[src/rtl/alu_mul_sequencer.sv]
// Shift-and-add unsigned multiplier controller that borrows the shared ALU adder.
// One DATA_WIDTH x DATA_WIDTH request at a time; the full product is returned on a valid/ready port.

package isa_shared;
  localparam logic [2:0] ALU_ADD = 3'b000;
endpackage

module alu_mul_sequencer
  import isa_shared::*;
#(
  parameter int DATA_WIDTH = 32
) (
  input  logic                  i_clk,
  input  logic                  i_rst,
  input  logic                  i_req_valid,
  output logic                  o_req_ready,
  input  logic [DATA_WIDTH-1:0] i_req_a,
  input  logic [DATA_WIDTH-1:0] i_req_b,
  output logic                  o_resp_valid,
  input  logic                  i_resp_ready,
  output logic [DATA_WIDTH-1:0] o_resp_hi,
  output logic [DATA_WIDTH-1:0] o_resp_lo,
  output logic                  o_busy,
  output logic [DATA_WIDTH-1:0] o_alu_a,
  output logic [DATA_WIDTH-1:0] o_alu_b,
  output logic [2:0]            o_alu_op,
  input  logic [DATA_WIDTH-1:0] i_alu_result
);

  localparam int CW = $clog2(DATA_WIDTH) + 1;

  // Handshakes: a transfer happens on a rising edge where valid and ready are both high.
  // Valid must be held until ready; ready never depends combinationally on valid.
  typedef enum logic [1:0] {
    S_IDLE = 2'd0,
    S_RUN  = 2'd1,
    S_DONE = 2'd2
  } state_t;

  state_t                r_state;
  logic [DATA_WIDTH-1:0] r_hi;
  logic [DATA_WIDTH-1:0] r_lo;
  logic [DATA_WIDTH-1:0] r_mcand;
  logic [CW-1:0]         r_cnt;
  logic                  r_req_ready;
  logic                  r_resp_valid;
  logic                  r_busy;

  // The ALU has no usable carry out; a wrapped sum is smaller than the addend.
  logic w_carry;
  logic w_run;
  assign w_run   = (r_state == S_RUN);
  assign w_carry = (i_alu_result < r_hi);

  always_ff @(posedge i_clk) begin
    if (i_rst) begin
      r_state      <= S_IDLE;
      r_hi         <= '0;
      r_lo         <= '0;
      r_mcand      <= '0;
      r_cnt        <= '0;
      r_req_ready  <= 1'b1;
      r_resp_valid <= 1'b0;
      r_busy       <= 1'b0;
    end else begin
      case (r_state)
        S_IDLE: begin
          if (i_req_valid && r_req_ready) begin
            r_hi        <= '0;
            r_lo        <= i_req_b;
            r_mcand     <= i_req_a;
            r_cnt       <= '0;
            r_req_ready <= 1'b0;
            r_busy      <= 1'b1;
            r_state     <= S_RUN;
          end
        end
        S_RUN: begin
          r_hi  <= {w_carry, i_alu_result[DATA_WIDTH-1:1]};
          r_lo  <= {i_alu_result[0], r_lo[DATA_WIDTH-1:1]};
          r_cnt <= r_cnt + CW'(1);
          if (r_cnt == CW'(DATA_WIDTH - 1)) begin
            r_resp_valid <= 1'b1;
            r_state      <= S_DONE;
          end
        end
        S_DONE: begin
          if (i_resp_ready) begin
            r_resp_valid <= 1'b0;
            r_busy       <= 1'b0;
            r_req_ready  <= 1'b1;
            r_state      <= S_IDLE;
          end
        end
        default: begin
          r_state      <= S_IDLE;
          r_req_ready  <= 1'b1;
          r_resp_valid <= 1'b0;
          r_busy       <= 1'b0;
        end
      endcase
    end
  end

  assign o_req_ready  = r_req_ready;
  assign o_resp_valid = r_resp_valid;
  assign o_busy       = r_busy;
  assign o_resp_hi    = r_resp_valid ? r_hi : '0;
  assign o_resp_lo    = r_resp_valid ? r_lo : '0;

  assign o_alu_a  = w_run ? r_hi : '0;
  assign o_alu_b  = (w_run && r_lo[0]) ? r_mcand : '0;
  assign o_alu_op = ALU_ADD;

endmodule
[config.mk]
export PLATFORM = sky130hd
export DESIGN_NAME = alu_mul_sequencer
export DESIGN_NICKNAME = d
export VERILOG_FILES = /design/src/rtl/alu_mul_sequencer.sv
export SDC_FILE = /design/constraint.sdc
export NUM_CORES = 1
export LEC_CHECK = 0
export BUFFER_PORTS_ARGS = -buffer_cell sky130_fd_sc_hd__buf_2
export CAP_MARGIN = 10
export CORE_UTILIZATION = 44
export CTS_CLUSTER_DIAMETER = 80
export DETAILED_ROUTE_END_ITERATION = 7
export GPL_ROUTABILITY_DRIVEN = 0
export GPL_TIMING_DRIVEN = 1
export PLACE_DENSITY = 0.75
export SETUP_SLACK_MARGIN = 0.3
export SLEW_MARGIN = 20
export SYNTH_ARGS = -nofsm -noshare
export SYNTH_HDL_FRONTEND = slang
export SYNTH_SLANG_ARGS = --single-unit
[constraint.sdc]
create_clock -name i_clk -period 1.6 [get_ports i_clk]
set_clock_uncertainty 0.1 [all_clocks]
set_input_delay 0.08 -clock i_clk [delete_from_list [all_inputs] [get_ports i_clk]]
set_output_delay 0.08 -clock i_clk [all_outputs]
set_load 0.01 [all_outputs]
==> flow_summary_export.csv, run 1 <==
group,metric,value,unit
run_status,status,"aborted with a tool error",
run_status,haltStage,"5_1_grt",
run_status,error_line,"[ERROR DPL-0038] Utilization greater than 100%, impossible to legalize",
timing,crit_endpoint,"r_hi[31]$_SDFFE_PP0P_/D",
logic_synthesis,synth_seq_area_share,38.0,%
clocking,numCtsBuffers,9,
place,dp_hpwl,11.7,mm
logic_synthesis,synth_area_per_cell,7.40,um^2
clocking,h-tree-depth,3,
clocking,root_buffer,"clkbuf_16",
logic_synthesis,synth_edf_count,0,
logic_synthesis,postSynthCellCount,761,
place,post-place-ws,-0.142,ns
floorplanning,start_util,45.9,%
logic_synthesis,synthArstFlopShare,0,%
clocking,clock_sinks,107,
logic_synthesis,ys_types,41,
timing,endpoint_type,"sequential cell input",
logic_synthesis,synth_area,0.00563,mm^2
floorplanning,die-width,115,um
floorplanning,ios,234,
logic_synthesis,ys_warn_count,0,
place,port_buffers,230,
logic_synthesis,ys_seq_elements,107,
global_routing,grt_max_degree,74,
clocking,clockBufferDepth,2,
floorplanning,core.rowCount,40,
floorplanning,die_y,115,um
logic_synthesis,synth_ff_type,"dfxtp_1",
-- repair_timing --
item                       in CTS
pin swaps                      45
buffers inserted               30
hold endpoints to repair       99
setup endpoints to repair     234
resized for setup             195
cloned                         16
hold buffers                   97
-- kinds of logic after synthesis --
family,after synthesis,share of synthesized area (%)
mux,1,0.178
compound gates,132,13.2
simple gates,394,33.8
fa+ha+maj,32,7.11
flops,107,38.0
other cells,1,0.0666
buf+inv,94,7.58
-- Yosys cell counts, types with 3 or more instances --
| library cell | n | area, um^2 |
|---|---|---|
| nand2_1 | 125 | 469 |
| dfxtp_1 | 107 | 2140 |
| a21oi_1 | 98 | 490 |
| nor2_1 | 95 | 357 |
| and2_1 | 65 | 407 |
| nand3_1 | 38 | 190 |
| and3_1 | 33 | 206 |
| ha_1 | 32 | 400 |
| inv_1 | 32 | 120 |
| clkbuf_1 | 29 | 109 |
| buf_2 | 20 | 100 |
| nor4_1 | 19 | 119 |
| a22oi_1 | 15 | 113 |
| buf_4 | 7 | 52.6 |
| o21ai_0 | 6 | 30.0 |
| nand2b_1 | 4 | 25.0 |
| buf_1 | 3 | 11.3 |
| buf_6 | 3 | 33.8 |
| nand4_1 | 3 | 18.8 |
| nor3_1 | 3 | 15.0 |
-- stage by stage --
step                      instances  instance area (um^2)
after floorplan                 763                  6320
after global placement         1162                  7780
after detailed placement       1162                  7780
after CTS                      1320                 10600
==> inputs of run 2 (changes only) <==
--- a/config.mk
+++ b/config.mk
@@ -7,13 +7,11 @@
 export LEC_CHECK = 0
 export BUFFER_PORTS_ARGS = -buffer_cell sky130_fd_sc_hd__buf_2
 export CAP_MARGIN = 10
-export CORE_UTILIZATION = 44
-export CTS_CLUSTER_DIAMETER = 80
+export CORE_UTILIZATION = 40
 export DETAILED_ROUTE_END_ITERATION = 7
 export GPL_ROUTABILITY_DRIVEN = 0
 export GPL_TIMING_DRIVEN = 1
-export PLACE_DENSITY = 0.75
-export SETUP_SLACK_MARGIN = 0.3
+export PLACE_DENSITY_LB_ADDON = 0.15
 export SLEW_MARGIN = 20
 export SYNTH_ARGS = -nofsm -noshare
 export SYNTH_HDL_FRONTEND = slang
==> constraint.sdc (replaced) <==
create_clock -name i_clk -period 2.1 [get_ports i_clk]
set_clock_uncertainty 0.1 [all_clocks]
set_input_delay 0.105 -clock i_clk [delete_from_list [all_inputs] [get_ports i_clk]]
set_output_delay 0.105 -clock i_clk [all_outputs]
set_load 0.01 [all_outputs]
==> run 2 against run 1 <==
  * The run now ends clean
  * Synthesized cell count unchanged
  * Area after synthesis unchanged
==> flow_summary_export.csv, run 2 <==
group,metric,value,unit
logic_synthesis,synthArstFlopShare,0,%
floorplanning,dieArea,0.0146,mm^2
timing,tns,0,ns
place,dp_hpwl,11.1,mm
global_routing,grt_first_pass_wirelength,27.3,mm
floorplanning,die_y,121,um
logic_synthesis,synth_area_per_cell,7.40,um^2
logic_synthesis,synth_top_area_cell,"dfxtp_1",
setup_path,cp_max_fo,45,
clocking,numCtsBuffers,9,
power,vdd_drop_max,0.457,mV
logic_synthesis,ys_seq_elements,107,
clocking,clock_latency,0.35,ns
drt,drc,0,
timing,fmax,520,MHz
timing,rsz0062_at_grt,"no",
floorplanning,start_util,41.7,%
logic_synthesis,synth_ff_type,"dfxtp_1",
global_routing,grt-ovfl-total,0,
global_routing,antenna_found_initial,0,
layout,fin_util,60.6,%
logic_synthesis,postSynthCellCount,761,
power,pwr-share-comb,19.9,%
place,port_buffers,230,
layout,layout-drive-gt1-share,25.7,%
power,clockPowerShare,34.7,%
global_routing,grt_max_degree,50,
clocking,clockBufferDepth,2,
layout,nets,1189,
setup_path,cp-end-kind,"output port",
power,power_leakage,3.89,nW
setup_path,critPathLaunch,"r_state[1]$_SDFFE_PP0P_",
power,internal-power,0.00359,W
floorplanning,die-width,121,um
layout,multi_input_area,0.00310,mm^2
drt,drt-initial-drc-count,388,
run_status,status,"completed",
global_routing,groute.usage.overall,23.3,%
hold_path,hold_class,"in2reg",
layout,fill_cells,1226,
setup_path,start_kind,"flip-flop",
layout,area_growth,45.5,%
floorplanning,ios,234,
clocking,root_buffer,"clkbuf_16",
drt,routed_wl,17.0,mm
logic_synthesis,ys_warn_count,0,
clocking,h-tree-depth,3,
drt,wl_per_cell,13.7,um
setup_path,r2r_start,"r_hi[30]$_SDFFE_PP0P_",
power,switchingPower,0.00142,W
power,sw_frac_of_total,28.3,%
layout,final_common_cell,"buf_2",
layout,stdcell_area,0.00819,mm^2
clocking,clock_sinks,107,
power,p_per_area,612,mW/mm^2
timing,period_share,91.6,%
layout,register_area,0.00214,mm^2
timing,finalHoldViolCount,0,
drt,dr.pass1.iters,4,
timing,post-route-min-period,1.92,ns
setup_path,critical_path_class,"reg2out",
clocking,clkTransAtPathRegs,0.07,ns
logic_synthesis,ys_types,41,
flow_run,drv_cap,0,
logic_synthesis,synth_area,0.00563,mm^2
drt,ant_nets,0,
clocking,cts_tree,"yes",
logic_synthesis,synth_seq_area_share,38.0,%
layout,instances_no_fill,1238,
drt,via_per_inst,4.90,
global_routing,grt_pass1_vias,5813,
logic_synthesis,synth_edf_count,0,
logic_synthesis,synthTopCellsByCount,"125 x nand2_1, 107 x dfxtp_1, 98 x a21oi_1",
floorplanning,core_area,0.0135,mm^2
setup_path,worstPathRequired,1.89,ns
layout,reg_top3,"r_hi: 32 flops, r_lo: 32 flops, r_mcand: 32 flops",
layout,diodes,0,
floorplanning,core.rowCount,42,
hold_path,worstHoldStart,"i_alu_result[0]",
drt,vias,6070,
timing,setup_viol,0,
logic_synthesis,yosysMostFrequentCell,"nand2_1",
setup_path,arrival,1.72,ns
logic_synthesis,yosys-top-cells-area,"dfxtp_1 38%, a21oi_1 8.7%, nand2_1 8.3%",
place,placed_cells,1126,
logic_synthesis,synth_top_area_share,38.0,%
timing,slew_violations,0,
place,dpl-instance-area,0.00692,mm^2
power,seq_power_share,45.4,%
layout,layout_common_cells,"229 x buf_2, 125 x nand2_1, 105 x dfxtp_1, 98 x a21oi_1, 96 x dlygate4sd3_1",
==> run 2: cell counts after synthesis <==
Identical to the previous run, type by type.
==> run 2: final timing paths <==
path	endpoint	slack (ns)	cells after the start
worst min-delay path	r_lo[31]$_SDFFE_PP0P_	0.03	3
worst max register to register	r_hi[31]$_SDFFE_PP0P_	0.34	7
worst min register to register	r_mcand[15]$_SDFFE_PP0P_	0.35	2
worst max-delay path	o_alu_b[9]	0.18	4
==> run 2: power groups by stage <==
stage	logic (W)	clock network, W	registers [W]
after floorplan	0.000578	0	0.00229
after global placement	0.000856	0	0.00231
after detailed placement	0.000858	0	0.00232
after CTS	0.00100	0.00180	0.00227
after global routing	0.00112	0.00188	0.00229
final	0.000997	0.00174	0.00227
==> run 2: metrics by stage <==
step                      setup slack [ns]  power [W]  hold slack [ns]
final                                0.177    0.00501           0.0275
after global routing                0.0558    0.00529           0.0464
after CTS                           0.0518    0.00507           0.0134
after detailed placement             0.332    0.00318            0.250
after global placement               0.364    0.00317            0.246
after floorplan                      0.481    0.00287            0.141
==> run 2: final cells by class <==
class / count / share of cell area, %
Multi-Input combinational cell: 562 / 37.8
Inverter: 32 / 1.47
Clock buffer: 11 / 2.96
Timing Repair Buffer: 345 / 28.2
Clock inverter: 5 / 0.733
Sequential cell: 107 / 26.2
Tap cell: 176 / 2.69
==> run 2: what timing repair did <==
item,in CTS,in global routing
setup endpoints to repair,5,6
endpoints found under the hold margin,98,0
setup buffers,0,0
hold buffers,96,0
resized for setup,1,1
==> run 2: logic make-up after synthesis <==
kind of cell    Yosys count  synth area share (%)
flops                   107                  38.0
other cells               1                0.0666
simple gates            394                  33.8
compound gates          132                  13.2
fa+ha+maj                32                  7.11
mux                       1                 0.178
buf+inv                  94                  7.58
==> run 2: per-layer routing <==
layer / wire, um / track usage [%]
met3: 874 / 5.33
met4: 258 / 6.87
met5: 0 / 0
met2: 8420 / 40.8
met1: 7450 / 28.2
==> run 2: critical path, cell delays in order (launching register included) <==
cell,delay (ns)
dfxtp_1,0.37
and2b_4,0.40
buf_12,0.26
and3_1,0.20
buf_2,0.13
No activity file was read; power rests on OpenSTA's default activity.
